<file path="src/rtl/cpu_mc.sv">
// cpu_mc: multi-cycle 16-bit-instruction CPU with req/ack instruction and
// data memory ports, a HALT instruction, registered {V,C,N,Z} flags and a
// combinational debug read port onto the eight-entry register file.
//
// Optional feature macro: CPU_FLAG_REG_EN
//   defined   -> branches test the registered flags (Z=flags[0], N=flags[1])
//   undefined -> branches test the branch's own ALU evaluation of R[SA]
//
// Handshake rule for both memory ports: a request stays high, with its
// address/data/we held stable, until the cycle in which ack is sampled high;
// the transfer completes on that rising edge. Ack is ignored in any cycle
// where the matching request is low.
module cpu_mc #(
  parameter int              DW     = 8,
  parameter int              PCW    = 8,
  parameter logic [PCW-1:0]  RST_PC = '0
) (
  input  logic           clk,
  input  logic           reset,
  output logic           imem_req,
  output logic [PCW-1:0] imem_addr,
  input  logic [15:0]    imem_rdata,
  input  logic           imem_ack,
  output logic           dmem_req,
  output logic           dmem_we,
  output logic [DW-1:0]  dmem_addr,
  output logic [DW-1:0]  dmem_wdata,
  input  logic [DW-1:0]  dmem_rdata,
  input  logic           dmem_ack,
  output logic [PCW-1:0] pc,
  output logic [1:0]     state,
  output logic           halted,
  output logic [3:0]     flags,
  input  logic [2:0]     dbg_sel,
  output logic [DW-1:0]  dbg_data
);

  typedef enum logic [1:0] {
    S_FETCH = 2'd0,
    S_EXEC  = 2'd1,
    S_MEM   = 2'd2,
    S_HALT  = 2'd3
  } state_t;

  localparam int XW = (DW > PCW) ? DW : PCW;

  state_t          cur_state, nxt_state;
  logic [15:0]     ir;
  logic [DW-1:0]   regs [8];

  // Decode fields and control bits of the latched instruction
  logic [2:0]      dr, sa, sb;
  logic            mb, md, rw, mw, pl, jb, bc, is_halt;
  logic [3:0]      fs;
  logic [DW-1:0]   const_val;
  logic signed [5:0] ad6;
  logic [PCW-1:0]  ad;

  assign dr        = ir[8:6];
  assign sa        = ir[5:3];
  assign sb        = ir[2:0];
  assign mb        = ir[15];
  assign md        = ir[13];
  assign rw        = ~ir[14];
  assign mw        = ir[14] & ~ir[15];
  assign pl        = ir[15] & ir[14];
  assign jb        = ir[13];
  assign bc        = ir[9];
  assign fs        = {ir[12], ir[11], ir[10], ir[9] & ~pl};
  assign is_halt   = (ir[15:9] == 7'h7F);
  assign const_val = DW'(ir[2:0]);
  assign ad6       = {ir[8:6], ir[2:0]};
  assign ad        = PCW'(ad6);

  // ALU operands
  logic [DW-1:0]   alu_a, alu_b, alu_y, alu_f;
  logic [DW:0]     alu_sum;
  logic            alu_cin, alu_v, alu_c, alu_n, alu_z;

  assign alu_a = regs[sa];
  assign alu_b = mb ? const_val : regs[sb];

  // ALU: the lower eight codes share one adder (A + Y + cin); the upper
  // eight are logic/shift ops with V and C forced to zero.
  always_comb begin
    alu_y   = '0;
    alu_cin = 1'b0;
    case (fs[2:0])
      3'b000: begin alu_y = '0;     alu_cin = 1'b0; end
      3'b001: begin alu_y = '0;     alu_cin = 1'b1; end
      3'b010: begin alu_y = alu_b;  alu_cin = 1'b0; end
      3'b011: begin alu_y = alu_b;  alu_cin = 1'b1; end
      3'b100: begin alu_y = ~alu_b; alu_cin = 1'b0; end
      3'b101: begin alu_y = ~alu_b; alu_cin = 1'b1; end
      3'b110: begin alu_y = '1;     alu_cin = 1'b0; end
      default: begin alu_y = '1;    alu_cin = 1'b1; end
    endcase
    alu_sum = {1'b0, alu_a} + {1'b0, alu_y} + {{DW{1'b0}}, alu_cin};
    alu_f   = alu_sum[DW-1:0];
    alu_c   = alu_sum[DW];
    alu_v   = (alu_a[DW-1] == alu_y[DW-1]) && (alu_f[DW-1] != alu_a[DW-1]);
    if (fs[3]) begin
      alu_c = 1'b0;
      alu_v = 1'b0;
      case (fs[2:0])
        3'b000:  alu_f = alu_a & alu_b;
        3'b001:  alu_f = alu_a | alu_b;
        3'b010:  alu_f = alu_a ^ alu_b;
        3'b011:  alu_f = ~alu_a;
        3'b100:  alu_f = alu_b;
        3'b101:  alu_f = alu_b >> 1;
        3'b110:  alu_f = alu_b << 1;
        default: alu_f = alu_a;
      endcase
    end
    alu_n = alu_f[DW-1];
    alu_z = (alu_f == '0);
  end

  // Branch condition source and branch/jump targets
  logic            zb, nb, br_take;
  logic [XW-1:0]   a_ext;
  logic [PCW-1:0]  jump_pc, pc_inc;

`ifdef CPU_FLAG_REG_EN
  assign zb = flags[0];
  assign nb = flags[1];
`else
  assign zb = alu_z;
  assign nb = alu_n;
`endif

  assign br_take = (~bc & zb) | (bc & nb);
  assign a_ext   = XW'(alu_a);
  assign jump_pc = a_ext[PCW-1:0];
  assign pc_inc  = pc + PCW'(1);

  // FSM control strobes
  logic            ir_we, rf_we, flags_we;
  logic [DW-1:0]   rf_wd;
  logic [PCW-1:0]  pc_nxt;

  // State register
  always_ff @(posedge clk) begin
    if (reset) cur_state <= S_FETCH;
    else       cur_state <= nxt_state;
  end

  // Next state and datapath strobes; memory-class instructions defer every
  // architectural update to the MEM state so a stalled access has no effect.
  always_comb begin
    nxt_state = cur_state;
    pc_nxt    = pc;
    ir_we     = 1'b0;
    rf_we     = 1'b0;
    rf_wd     = alu_f;
    flags_we  = 1'b0;
    case (cur_state)
      S_FETCH: begin
        if (imem_ack) begin
          ir_we     = 1'b1;
          nxt_state = S_EXEC;
        end
      end
      S_EXEC: begin
        if (is_halt) begin
          nxt_state = S_HALT;
        end else if (pl) begin
          pc_nxt    = jb ? jump_pc : (br_take ? pc + ad : pc_inc);
          nxt_state = S_FETCH;
        end else if (mw || (md && rw)) begin
          nxt_state = S_MEM;
        end else begin
          rf_we     = rw;
          flags_we  = rw;
          pc_nxt    = pc_inc;
          nxt_state = S_FETCH;
        end
      end
      S_MEM: begin
        if (dmem_ack) begin
          rf_we     = ~mw;
          rf_wd     = dmem_rdata;
          pc_nxt    = pc_inc;
          nxt_state = S_FETCH;
        end
      end
      default: nxt_state = S_HALT;
    endcase
  end

  // Architectural state: PC, IR, flags and register file
  always_ff @(posedge clk) begin
    if (reset) begin
      pc    <= RST_PC;
      ir    <= '0;
      flags <= '0;
      for (int i = 0; i < 8; i++) regs[i] <= '0;
    end else begin
      pc <= pc_nxt;
      if (ir_we)    ir        <= imem_rdata;
      if (flags_we) flags     <= {alu_v, alu_c, alu_n, alu_z};
      if (rf_we)    regs[dr]  <= rf_wd;
    end
  end

  assign imem_req   = (cur_state == S_FETCH);
  assign imem_addr  = pc;
  assign dmem_req   = (cur_state == S_MEM);
  assign dmem_we    = dmem_req & mw;
  assign dmem_addr  = alu_a;
  assign dmem_wdata = alu_b;
  assign state      = cur_state;
  assign halted     = (cur_state == S_HALT);
  assign dbg_data   = regs[dbg_sel];

endmodule

</file>
<file path="config.mk">
export PLATFORM = sky130hd
export DESIGN_NAME = cpu_mc
export DESIGN_NICKNAME = d
export VERILOG_FILES = /design/src/rtl/cpu_mc.sv
export SDC_FILE = /design/constraint.sdc
export NUM_CORES = 1
export LEC_CHECK = 0
export CORE_ASPECT_RATIO = 1.75
export CORE_MARGIN = 1.5
export CORE_UTILIZATION = 44
export CTS_BUF_LIST = sky130_fd_sc_hd__clkbuf_16
export DETAILED_ROUTE_END_ITERATION = 7
export GPL_TIMING_DRIVEN = 0
export SYNTH_ARGS = -nofsm -noshare
export SYNTH_HDL_FRONTEND = slang
export SYNTH_SLANG_ARGS = --single-unit
export TNS_END_PERCENT = 5
</file>
<file path="constraint.sdc">
create_clock -name clk -period 9.95 [get_ports clk]
set_input_delay 0.995 -clock clk [delete_from_list [all_inputs] [get_ports clk]]
set_output_delay 0.995 -clock clk [all_outputs]
set_load 0.1 [all_outputs]
</file>
======== Word-level counts from Yosys, hierarchy flattened ========
Memories as Yosys holds them, arrays and structs flattened. A register that Yosys moved wholly into a read port is not among the register bits.
Index checks and enable logic that the tools add are counted.
cells by class
  add/subtract/negate cells ............... 4
  equal/unequal tests ..................... 16
  multiplexer cells ....................... 42
  bitwise operators ....................... 17
  reduce and logical (&&, ||, !) cells .... 14
operators with widths
  kind                                            count
  2-to-1 mux 8 bit                                11
  case mux 8 bit (7 select lines)                 1
  case mux 8 bit (3 select lines)                 1
  2-to-1 mux 1 bit                                16
  NOT 8 bit                                       2
  case mux 8 bit (2 select lines)                 1
  2-to-1 mux 3 bit                                5
  2-to-1 mux 2 bit                                5
  adder 8 x 8 -> 9 bit                            1
  adder 9 x 1 -> 9 bit                            1
  == test 3 bit (second input constant)           3
  adder 8 x 1 -> 8 bit (second input constant)    1
  adder 8 bit                                     1
  bitwise AND 8 bit                               1
  logical NOT 8 bit                               1
  bitwise OR 8 bit                                1
  OR reduction 8 bit                              1
  bitwise XOR 8 bit                               1
  == test 7 bit (second input constant)           1
  bitwise AND 1 bit                               6
  == test 3 x 2 -> 1 bit (second input constant)  2
  case mux 2 bit (3 select lines)                 1
  OR reduction 2 bit                              3
  NOT 1 bit                                       5
  18 further kinds                                21
storage, ports and cells
  flip-flop bits (word level) ............. 30
  bits in writable memories ............... 64
  input port bits ......................... 31
  output and inout port bits .............. 50
  logic and storage cells ................. 98
  memories ................................ 1
memory list
  name  words  width  read ports  clocked after Yosys merged registers in  write ports  line  RTL
  regs  8      8      3           2                                        8            49    logic [DW-1:0] regs [8];

======== Depth between registers and ports, before layout ========
  depth after elaboration ................. 17
  depth in mapped cells ................... 19
  gate-level depth less buffers ........... 17

======== Worst setup path after synthesis ========
OpenSTA, ideal clock, no wires.
  path type ............................... reg-to-reg
  from .................................... reg (tool-made name)
  to ...................................... reg pc[2] (netlist: imem_addr[2])
  library setup time ...................... 0.131 ns
  data arrival time ....................... 6.794 ns
  data required time ...................... 9.819 ns
  path slack .............................. 3.024 ns
  cell stages (with the launch flop) ...... 18
  path buffers ............................ 2
  period minus slack after synthesis ...... 6.926 ns
  cell sequence ........................... dfxtp_1 > buf_2 > buf_2 > mux2i_1 > a22oi_1 > nand2_1 > o21ai_0 > o21ai_0 > fa_1 > fa_1 > xor2_1 > a22o_1 > a221o_1 > o31a_1 > or4_4 > o31ai_4 > mux2i_1 > a21oi_1
RTL lines
  element               line  RTL
  end signal, assigned  200   pc <= pc_nxt;
  end, declared         30    output logic [PCW-1:0] pc,

==> flow_summary_export.csv <==
group,metric,value,unit
logic_synthesis,avgSynthCellArea,9.53,µm²
logic_synthesis,yosys.area.top_type,"edfxtp_1",
floorplan,fp.dieH,177,µm
timing,fin_crit_sh,0.557,
pwr,leakage,3.33,nW
clocking,cts_tree,"built",
detailed_routing,first_pass_iters,5,
logic_synthesis,synthTopCellsByCount,"nor2_1 (112), nand2_1 (88), edfxtp_1 (64), a21oi_1 (54), mux2i_1 (50)",
global_routing,grt_overflow,0,
global_routing,grt.total_usage,0.287,
flow_run,timing.max_cap.violations,0,
floorplan,dieArea,0.0181,mm²
timing,max_freq,0.180,GHz
place,place_ws,4.48,ns
clocking,cts.sinks,100,
detailed_routing,ant_nets,0,
detailed_routing,drt-initial-drc-count,288,
clocking,post_cts_resized,0,
global_routing,grt.met2_usage,0.523,
clocking,cts_buffer_depth,2,
detailed_routing,via_count,6598,
floorplan,core-area,0.0169,mm²
clocking,root_buffer,"clkbuf_16",
logic_synthesis,synth_edf_count,64,
timing,layout_setup_ws,4.40,ns
critical_path,cp_max_fo,10,
timing,maxSlewViolCount,0,
layout,layout-drive-gt1-share,0.116,
timing,finalSetupViolCount,0,
logic_synthesis,synthCells,797,
timing,relSlewSlack,0.327,
clocking,holdBufCountCts,0,
layout,final_core_util,0.527,
critical_path,worstSetupPathType,"reg -> reg",
logic_synthesis,yosysWarnings,0,
place,hpwl,20500,µm
critical_path,cp-end-kind,"register",
detailed_routing,wl,25300,µm
global_routing,met1_usage,0.302,
global_routing,met3_usage,0.0340,
min_path,hold_path_class,"reg -> reg",
clocking,ctsHtreeMaxLevel,3,
layout,nets,954,
floorplan,rows,63,
detailed_routing,route.detailed.drc,0,
floorplan,io_pins,81,
clocking,clk_latency,0.35,ns
pwr,powerDensity,209,mW/mm²
timing,skew,0.0131,ns
critical_path,critPathLaunchType,"register",
clocking,post_cts.repair.setup_buffers,0,
critical_path,worstPathRequired,10.17,ns
clocking,path_clk_slew,0.08,ns
detailed_routing,wl_per_cell,22.6,µm
logic_synthesis,yosysTopAreaCellShare,0.253,
place,portBuffers,77,
logic_synthesis,synthArstFlopShare,0,
outcome,status,"finished, final reports clean",
clocking,cts_buffers,9,
timing,tightest_slew,1.01,ns
timing,hold_viol_final,0,
logic_synthesis,syn_nets,866,
layout,antenna_cells,0,
logic_synthesis,synth_cell_type_count,76,
pwr,peakVddDrop,0.000119,V
global_routing,grt_pass1_wl,38300,µm
logic_synthesis,synth.most_common_cell,"nor2_1",
timing,period_needed,5.55,ns
pwr,p_total,1.87,mW
critical_path,cp.arrival,5.76,ns
place,gp_congestion,0.939,
logic_synthesis,synth_seq_cells,100,
logic_synthesis,syn_area,0.00759,mm²
logic_synthesis,synth_ff_type,"edfxtp_1",
global_routing,busiest_layer,"met2",
layout,areaGrowthSynthToFinish,17.6,%
detailed_routing,via_per_inst,5.91,
timing,fin_tns_setup,0,ns
global_routing,grt_pass1_vias,6773,
global_routing,grt_max_degree,19,
timing,rsz0062_at_grt,"no",
floorplan,initial_core_util,0.448,
logic_synthesis,seq_area_frac_synth,0.348,
global_routing,antenna_found_initial,0,
logic_synthesis,synth.top_cells.by_area,"edfxtp_1 (25%), dfxtp_1 (9.5%), mux4_2 (9.2%)",
floorplan,die_x,102,µm
report_power, final:
group / total [mW] / internal, mW / switching [mW]
sequential: 0.505 / 0.471 / 0.0340
clock: 0.347 / 0.174 / 0.173
combinational: 1.02 / 0.302 / 0.714
total: 1.87 / 0.947 / 0.921
worst max-delay path, stage by stage, from the launching register on:
cell	delay, ns
dfxtp_1	0.31
buf_2	0.24
buf_2	0.35
mux2i_1	0.15
a22oi_1	0.20
nand2_1	0.13
o21ai_0	0.57
o21ai_0	0.22
fa_1	0.48
fa_1	0.45
xor2_1	0.20
a22o_1	0.25
a221o_1	0.28
o31a_1	0.34
or4_4	0.59
o31ai_4	0.33
mux2i_1	0.24
a21oi_1	0.08
flip-flops by register name (all words and copies together), names as in the netlist, named ones only:
signal and flops:
imem_addr 8, flags 4, regs 64, ir 16, state 2
per-layer routing:
layer,wire (µm),vias up
met5,0,-
met4,1790,0
met3,1110,88
met2,13700,266
met1,8700,3154
li1,-,3090
logic make-up (layout without fill, tap and decap cells):
logic type	count (synthesis)	after routing	share of synthesized area
compound gates	170	170	0.153
xor+xnor	18	18	0.0208
fa+ha+maj	38	38	0.0656
buf+inv	90	183	0.0582
flops	100	100	0.348
mux	97	97	0.188
simple gates	284	284	0.167
stage by stage:
stage	cell area [µm²]	hold WS, ns	std cells
floorplan	7590	0.436	797
global placement	8650	0.443	1101
detailed placement	8650	0.449	1101
CTS	8930	0.460	1117
global route	8930	0.494	1117
finish	8930	0.459	1117
worst paths after layout:
path	cells after the start	slack, ns	endpoint	start
worst max-delay path	17	4.40	imem_addr[2]$_SDFFE_PP0P_	register
worst min-delay path	2	0.46	flags[0]$_SDFFE_PP0P_	flags[0]$_SDFFE_PP0P_
worst max register to register	17	4.40	imem_addr[2]$_SDFFE_PP0P_	register
worst min register to register	2	0.46	flags[0]$_SDFFE_PP0P_	flags[0]$_SDFFE_PP0P_
layout by cell type (no fill, tap or decap), types with 5 or more instances in the layout:
cell type	count
a22oi_1	16
clkbuf_1	22
o32ai_1	5
dfxtp_1	36
mux4_2	31
ha_1	35
a21oi_1	54
clkdlybuf4s50_1	77
a31oi_1	6
o21bai_1	6
inv_1	33
o21ai_0	22
buf_2	11
nor2_1	112
xnor2_1	10
and2_1	7
nor3_1	14
buf_4	8
nand2_1	88
o221ai_1	6
a211oi_1	5
edfxtp_1	64
xor2_1	8
mux2_2	9
nor2b_1	9
nand3_1	17
buf_1	6
clkbuf_16	9
mux2i_1	50
nand2b_1	13
final cells by class:
class / instances / area, µm²
Fill cell: 1593 / 8020
Clock buffer: 9 / 225
Sequential cell: 100 / 2640
Inverter: 38 / 156
Tap cell: 227 / 284
Clock inverter: 7 / 55.1
Timing Repair Buffer: 77 / 771
Buffer: 52 / 285
Multi-Input combinational cell: 607 / 4510
No activity file was read; power rests on OpenSTA's default activity.
